--- config.mk ---
export PLATFORM = sky130hd
export DESIGN_NAME = dfr_run_sequencer
export DESIGN_NICKNAME = d
export VERILOG_FILES = /design/src/rtl/dfr_run_sequencer.sv
export SDC_FILE = /design/constraint.sdc
export NUM_CORES = 1
export LEC_CHECK = 0
export ABC_CLOCK_PERIOD_IN_PS = 6800
export CAP_MARGIN = 20
export CORE_AREA = 2 2 132 134
export CTS_BUF_LIST = sky130_fd_sc_hd__clkbuf_16
export DETAILED_ROUTE_END_ITERATION = 8
export DIE_AREA = 0 0 134 136
export GPL_ROUTABILITY_DRIVEN = 0
export PLACE_DENSITY = 0.79
export SLEW_MARGIN = 10
export SYNTH_ARGS = -nofsm -noshare
export SYNTH_HDL_FRONTEND = slang
export SYNTH_SLANG_ARGS = --single-unit
--- constraint.sdc ---
create_clock -name clk -period 6.8 [get_ports clk]
set_input_delay 1.36 -clock clk [delete_from_list [all_inputs] [get_ports clk]]
set_output_delay 1.36 -clock clk [all_outputs]
set_load 0.03 [all_outputs]
--- src/rtl/dfr_run_sequencer.sv ---
// dfr_run_sequencer: steps one reservoir run through init/train/test sample phases.
// Optional WAIT watchdog with sticky err is built when DFR_SEQ_TIMEOUT_EN is defined.
module dfr_run_sequencer #(
    parameter int ADDR_WIDTH     = 16,
    parameter int TIMEOUT_CYCLES = 4096
) (
    input  logic                  clk,
    input  logic                  rst,
    input  logic [31:0]           ctrl,
    input  logic [31:0]           num_init_samples,
    input  logic [31:0]           num_train_samples,
    input  logic [31:0]           num_test_samples,
    output logic                  smp_valid,
    input  logic                  smp_ready,
    output logic [ADDR_WIDTH-1:0] smp_addr,
    output logic [1:0]            phase,
    input  logic                  res_done,
    output logic                  busy,
    output logic                  done,
    output logic                  err,
    output logic [31:0]           sample_count
);
    typedef enum logic [2:0] {IDLE, ISSUE, WAIT, DONE, ERROR} state_t;

    state_t                state_q;
    logic                  start_q;
    logic [31:0]           len0_q, len1_q, len2_q, cnt_q;
    logic [1:0]            phase_q;
    logic [ADDR_WIDTH-1:0] addr_q;
    logic                  start, abort, last;
    logic [31:0]           cur_len;
    logic [1:0]            first_phase, next_phase;
    logic                  unused_ctrl;

    // Lowest phase index >= lo whose count is non-zero, or 3 when none remains.
    function automatic logic [1:0] first_nz(input logic [1:0] lo, input logic [31:0] l0, l1, l2);
        return (lo == 2'd0 && l0 != 0) ? 2'd0 :
               (lo <= 2'd1 && l1 != 0) ? 2'd1 :
               (lo <= 2'd2 && l2 != 0) ? 2'd2 : 2'd3;
    endfunction

    assign start       = ctrl[0] & ~start_q;
    assign abort       = ctrl[1];
    assign unused_ctrl = ^ctrl[31:2];
    assign cur_len     = (phase_q == 2'd0) ? len0_q : (phase_q == 2'd1) ? len1_q : len2_q;
    assign last        = (cnt_q + 32'd1) == cur_len;
    assign first_phase = first_nz(2'd0, num_init_samples, num_train_samples, num_test_samples);
    assign next_phase  = first_nz(phase_q + 2'd1, len0_q, len1_q, len2_q);

`ifdef DFR_SEQ_TIMEOUT_EN
    logic [31:0] wdog_q;
    logic        err_q;
    assign err = err_q;
`else
    assign err = 1'b0;
`endif

    always_ff @(posedge clk) begin
        if (rst) begin
            state_q <= IDLE;
            start_q <= ctrl[0]; // a start level held through reset is not an edge
            len0_q  <= '0;
            len1_q  <= '0;
            len2_q  <= '0;
            cnt_q   <= '0;
            phase_q <= 2'd3;
            addr_q  <= '0;
`ifdef DFR_SEQ_TIMEOUT_EN
            wdog_q  <= '0;
            err_q   <= 1'b0;
`endif
        end else begin
            start_q <= ctrl[0];
            case (state_q)
                IDLE: if (start) begin
                    len0_q  <= num_init_samples;
                    len1_q  <= num_train_samples;
                    len2_q  <= num_test_samples;
                    addr_q  <= '0;
                    cnt_q   <= '0;
                    phase_q <= first_phase;
                    state_q <= (first_phase == 2'd3) ? DONE : ISSUE;
`ifdef DFR_SEQ_TIMEOUT_EN
                    err_q   <= 1'b0;
`endif
                end
                ISSUE: if (abort) begin
                    state_q <= IDLE;
                    phase_q <= 2'd3;
                end else if (smp_ready) begin
                    state_q <= WAIT;
`ifdef DFR_SEQ_TIMEOUT_EN
                    wdog_q  <= '0;
`endif
                end
                WAIT: if (abort) begin
                    state_q <= IDLE;
                    phase_q <= 2'd3;
                end else if (res_done) begin
                    addr_q <= addr_q + 1'b1;
                    if (last && next_phase != 2'd3) begin
                        cnt_q   <= '0;
                        phase_q <= next_phase;
                        state_q <= ISSUE;
                    end else begin
                        cnt_q   <= cnt_q + 32'd1;
                        phase_q <= last ? 2'd3 : phase_q;
                        state_q <= last ? DONE : ISSUE;
                    end
                end
`ifdef DFR_SEQ_TIMEOUT_EN
                else if (wdog_q == 32'(TIMEOUT_CYCLES - 1)) begin
                    state_q <= ERROR;
                    err_q   <= 1'b1;
                end else begin
                    wdog_q <= wdog_q + 32'd1;
                end
`endif
                DONE: begin
                    state_q <= IDLE;
                    phase_q <= 2'd3;
                end
                ERROR: if (abort) begin
                    state_q <= IDLE;
                    phase_q <= 2'd3;
                end
                default: state_q <= IDLE;
            endcase
        end
    end

    assign smp_valid    = state_q == ISSUE;
    assign busy         = state_q != IDLE;
    assign done         = state_q == DONE;
    assign smp_addr     = addr_q;
    assign phase        = phase_q;
    assign sample_count = cnt_q;
endmodule

== Yosys cells after proc, flatten, opt, wreduce, memory -nomap -nowiden ==
Index checks and enable logic that the tools add are counted.

* Memory bits (writable): 0
* Output and inout bits: 54
* Bits of input ports: 132
* Memories: 0
* Bits in read-only memories: 0
* Latch bits: 0
* Logic and storage cells: 86
* Flip-flop bits (word level): 150

* Equality and inequality tests: 16
* Multiply operators: 0
* Shift-type cells: 0
* Divide/modulo/power cells: 0
* Reduce and logical (&&, ||, !) cells: 21
* Magnitude comparators: 2
* Mux-type cells: 34
* $add $sub $neg: 3
* Bitwise gates (word level): 2

{| class="wikitable"
|+ Operator list
! cell !! number
|-
| 32-bit two-way mux || 6
|-
| 32-bit nonzero test || 6
|-
| 32-bit case mux with 2 select lines || 1
|-
| 16-bit two-way mux || 3
|-
| 32-bit by 1-bit adder with 32-bit output (second input constant) || 1
|-
| 32-bit equality test || 1
|-
| 16-bit case mux with 2 select lines || 1
|-
| 2-bit two-way mux || 13
|-
| 3-bit two-way mux || 6
|-
| 16-bit by 1-bit adder with 16-bit output (second input constant) || 1
|-
| 3-bit case mux with 4 select lines || 1
|-
| 2-bit inequality test (second input constant) || 5
|-
| 2-bit case mux with 4 select lines || 1
|-
| 4-bit AND reduction || 2
|-
| 3-bit by 2-bit equality test with 1-bit output (second input constant) || 2
|-
| 5-bit AND reduction || 1
|-
| 1-bit logical AND || 4
|-
| 2-bit logical NOT || 2
|-
| 4-bit inequality test (second input constant) || 1
|-
| 4-bit nonzero test || 1
|-
| 3-bit by 1-bit equality test with 1-bit output (second input constant) || 1
|-
| 3-bit equality test (second input constant) || 1
|-
| 3-bit logical NOT || 1
|-
| 3-bit by 2-bit inequality test with 1-bit output (second input constant) || 1
|-
| other kinds (14) || 15
|}

== Longest topological paths before layout ==
* Depth after elaboration: 12
* Mapped depth: 17
* Gate-level depth less buffers: 11

== Worst setup path before layout ==
No wires, ideal clock.

* Path kind: register to register
* Start: register phase_q[1] (netlist: phase[1])
* End: register cnt_q[21] (netlist: sample_count[21])
* Clock period less this slack: 3.447 ns
* Setup slack: 3.353 ns
* Path buffers: 2
* Cell stages (with the launch flop): 14
* Setup time: 0.117 ns
* Arrival: 3.330 ns
* Required time: 6.683 ns
* Path through: dfxtp_1 inv_1 ha_1 buf_6 mux2i_1 o211a_1 or3_1 a2111oi_2 o22ai_1 nand2b_1 or4_4 buf_6 a31o_1 a22o_1

* Word-level cells in the longest chain between the ends: 12
* Elaborated cells on any way between the ends: 21
* Those cells by class: add/sub: 1; order compare: 2; eq/ne: 3; mux: 9; reduce/logical: 6

{| class="wikitable"
|+ RTL lines
! item !! line !! text
|-
| start: declaration || 28 || <nowiki>logic [1:0] phase_q;</nowiki>
|-
| start signal: assignment || 81 || <nowiki>phase_q <= first_phase;</nowiki>
|-
| start signal: assignment || 103 || <nowiki>phase_q <= next_phase;</nowiki>
|-
| start signal: assignment || 107 || <nowiki>phase_q <= last ? 2'd3 : phase_q;</nowiki>
|-
| 2-bit by 1-bit adder with 2-bit output || 48 || <nowiki>assign next_phase = first_nz(phase_q + 2'd1, len0_q, len1_q, len2_q);</nowiki>
|-
| 2-bit less-or-equal comparator || 39 || <nowiki>(lo <= 2'd2 && l2 != 0) ? 2'd2 : 2'd3;</nowiki>
|-
| 1-bit logical AND || 39 ||
|-
| 1-bit two-way mux || 39 ||
|-
| 2-bit two-way mux || 38 || <nowiki>(lo <= 2'd1 && l1 != 0) ? 2'd1 :</nowiki>
|-
| 2-bit two-way mux || 37 || <nowiki>return (lo == 2'd0 && l0 != 0) ? 2'd0 :</nowiki>
|-
| 2-bit inequality test || 101 || <nowiki>if (last && next_phase != 2'd3) begin</nowiki>
|-
| 1-bit logical AND (*) || 101 ||
|-
| 32-bit two-way mux (*) || 101 ||
|-
| 32-bit two-way mux (*) || 99 || <nowiki>end else if (res_done) begin</nowiki>
|-
| 32-bit two-way mux (*) || 96 || <nowiki>WAIT: if (abort) begin</nowiki>
|-
| 32-bit case mux with 2 select lines (*) || 74 || <nowiki>case (state_q)</nowiki>
|-
| end signal: assignment || 106 || <nowiki>cnt_q <= cnt_q + 32'd1;</nowiki>
|-
| end: declaration || 27 || <nowiki>logic [31:0] len0_q, len1_q, len2_q, cnt_q;</nowiki>
|}

Every way passes the cells marked *; elsewhere a longest branch is shown, timed or not. The select of a mux whose other input is x is not followed.
A chain may end at the register's enable or synchronous reset.

== Worst setup path after layout ==
* Start: register phase_q[0] (netlist: phase[0])
* End: register cnt_q[15] (netlist: sample_count[15])

Same word-level chain as after synthesis.

==> flow_summary.toml <==
[synthesis]
synth-seq-cells = 149
syn_avg_cell_area_sq_um = 7.58
synth_area_sq_um = 8310
synth_edf_count = 0
synthArstFlopShare_pct = 0
syn_nets = 1234
yosys_warnings = 0
ys_seq_area_share_pct = 35.9
synth_ff_type = "dfxtp_1"
synthCells = 1096
ys_types = 66

[final_layout]
fillers = 1493
final_common_cell = "nand2_1"
mostFrequentLayoutCells = "nand2_1, clkdlybuf4s50_1, dfxtp_1"
final_nets = 1338
final_util_pct = 61.5
synthToLayoutAreaGrowth_pct = 25.0
diodes = 0
drive_above_1_share_pct = 4.86

[die]
die_h_um = 136
rows = 48
start_util_pct = 49.2
die_area_sq_um = 18200
core_sq_um = 16900
dieWidth_um = 134
io_pins = 186

[clocking]
clk_pin_slew_ns = 0.06
cts_max_path_buffers = 2
clock_latency_ns = 0.43
root_buffer = "clkbuf_16"
cts-resized-gates = 0
clock_sinks = 149
numCtsBuffers = 17
postCtsSetupBuffers = 0
htreeDepth = 4
ctsHoldBuffers = 0
cts_tree = "done"

[critical_path]
cp_slowest_cell = "ha_2"
r2r-start = "phase[0]$_SDFFE_PP1P_"
cp.buffers_inverters = 0
rr_endpoint = "sample_count[15]$_SDFFE_PP0P_"
cp_num_cells = 10
crit_chain = "ha_2 > mux2i_1 > o211a_1 > or3_1 > a2111oi_2 > o22ai_1 > nand2b_1 > or4_4 > nand2_2 > o311ai_0"
worstSetupEndpointType = "register"
endpoint = "sample_count[15]$_SDFFE_PP0P_"
worst-setup-path-type = "register to register"
cp-start-kind = "register"
crit_family = "simple AND/OR/NAND/NOR gates"
worstSetupStartpoint = "phase[0]$_SDFFE_PP1P_"
cp_max_fo = 37
reg2reg_slack_ns = 2.31
r2r_cells = 10
critPathArrivalTime_ns = 4.78
slowest_delay_ns = 0.88
worstPathRequired_ns = 7.09

[place]
hpwl_um = 17700
dpl_worst_slack_ns = 2.38
portBuffers = 154

[power_and_ir_drop]
ir_drop_mv = 0.191
power_mw = 2.17
power.leakage_nw = 3.55
p_per_area_nw_per_um2 = 209

[drt]
ant_nets = 0
wl_um = 24300
drt-initial-drc-count = 949
wire_per_inst_um = 16.9
num_vias = 8466
drc = 0
first_pass_iters = 7
viasPerCell = 5.89

[global_route]
grt_max_degree = 108
antenna_found_initial = 0
grt_pass1_vias = 7567
grt_overflow_total = 0
grt_pass1_wl_um = 38700
grtUsageTotal_pct = 26.7

[sta]
rsz0062_at_grt = "no"
finalCritPeriodShare_pct = 66.1
fin_ws_ns = 2.31
maxSlewHeadroom_pct = 26.6
tightestPinTransition_ns = 1.10
clock.fmax_ghz = 0.223
hold_violations = 0
final_max_slew_viol_count = 0
holdWs_ns = 0.471
tns_ns = 0
fin_skew_ns = 0.00554
setup_viol = 0
period_minus_slack_ns = 4.49

[run_status]
status = "complete, no violations"

[hold_path]
min_path_type = "register to register"
hold_start = "len1_q[13]$_SDFFE_PP0P_"

[run]
max_cap_violations = 0
==> area by class of cell <==
type	count	area (sq um)	area share (%)
inverter	14	52.6	0.506
clock buffer	17	425	4.10
timing repair buffer	160	1600	15.4
multi-input combinational	858	4910	47.2
tap	225	282	2.71
sequential	149	2980	28.7
clock inverter	15	139	1.34
==> state kept, by name, summed over array words and instances (netlist names) <==
name	cells
state_q	2
smp_addr	16
start_q	1
sample_count	32
phase	2
len1_q	32
len2_q	32
len0_q	32
==> worst min-delay path, cell delays in order, from the launching register on <==
cell and delay (ns):
dfxtp_1 0.32, nand2_1 0.05, a21oi_1 0.05
==> Yosys cell counts (13+ instances only) <==
cell / count / share of area (%)
a21oi_1: 108 / 6.5
a31oi_1: 14 / 1.1
and3_1: 15 / 1.1
buf_2: 14 / 0.84
clkbuf_1: 47 / 2.1
dfxtp_1: 149 / 36
inv_1: 14 / 0.63
mux2i_1: 41 / 4.9
nand2_1: 274 / 12
nand3_1: 23 / 1.4
nand4_1: 47 / 3.5
nor2_1: 43 / 1.9
nor2b_1: 13 / 0.98
nor3_1: 17 / 1.0
nor4_1: 53 / 4.0
o21ai_0: 35 / 2.1
xnor2_1: 34 / 3.6
xor2_1: 20 / 2.1
==> kinds of logic after synthesis <==
| family | Yosys count | synth area share (%) |
|---|---|---|
| AND/OR/NAND/NOR | 534 | 30.9 |
| AO/OA/AOI/OAI | 219 | 15.8 |
| flip-flops | 149 | 35.9 |
| buffers and inverters | 89 | 5.30 |
| XOR/XNOR | 55 | 5.98 |
| multiplexers | 43 | 5.21 |
| adder cells (fa/ha/maj) | 6 | 0.903 |
| other | 1 | 0.0451 |
==> through the flow <==
stage | area, sq um | std cells
finish | 10400 | 1438
global route | 10400 | 1438
CTS | 10400 | 1437
detailed placement | 9800 | 1405
global placement | 9800 | 1405
floorplan | 8310 | 1096
==> where the power goes <==
part           switching [mW]  total [mW]  leakage (nW)  internal, mW
combinational           0.174       0.325          2.06         0.151
clock                   0.381       0.916         0.279         0.535
sequential             0.0282       0.932          1.21         0.904
==> metal layers <==
layer	global-route usage, %	vias to the layer above	share of wire (%)
met3	5.15	42	8.9
met2	41.8	418	46
li1	-	4119	-
met5	0	-	0
met4	8.16	0	1.8
met1	37.2	3887	44
==> how the worst min path moves through the flow <==
stage | to | slack [ns] | depth (start not counted)
5_1_grt | len1_q[21]$_SDFFE_PP0P_ | 0.49 | 2
3_5_place_dp | len1_q[13]$_SDFFE_PP0P_ | 0.46 | 2
2_1_floorplan | len2_q[11]$_SDFFE_PP0P_ | 0.45 | 2
3_3_place_gp | len1_q[17]$_SDFFE_PP0P_ | 0.46 | 2
6_report | len1_q[13]$_SDFFE_PP0P_ | 0.47 | 2
4_1_cts | len1_q[13]$_SDFFE_PP0P_ | 0.47 | 2
Power figures use the tool's default switching activity.
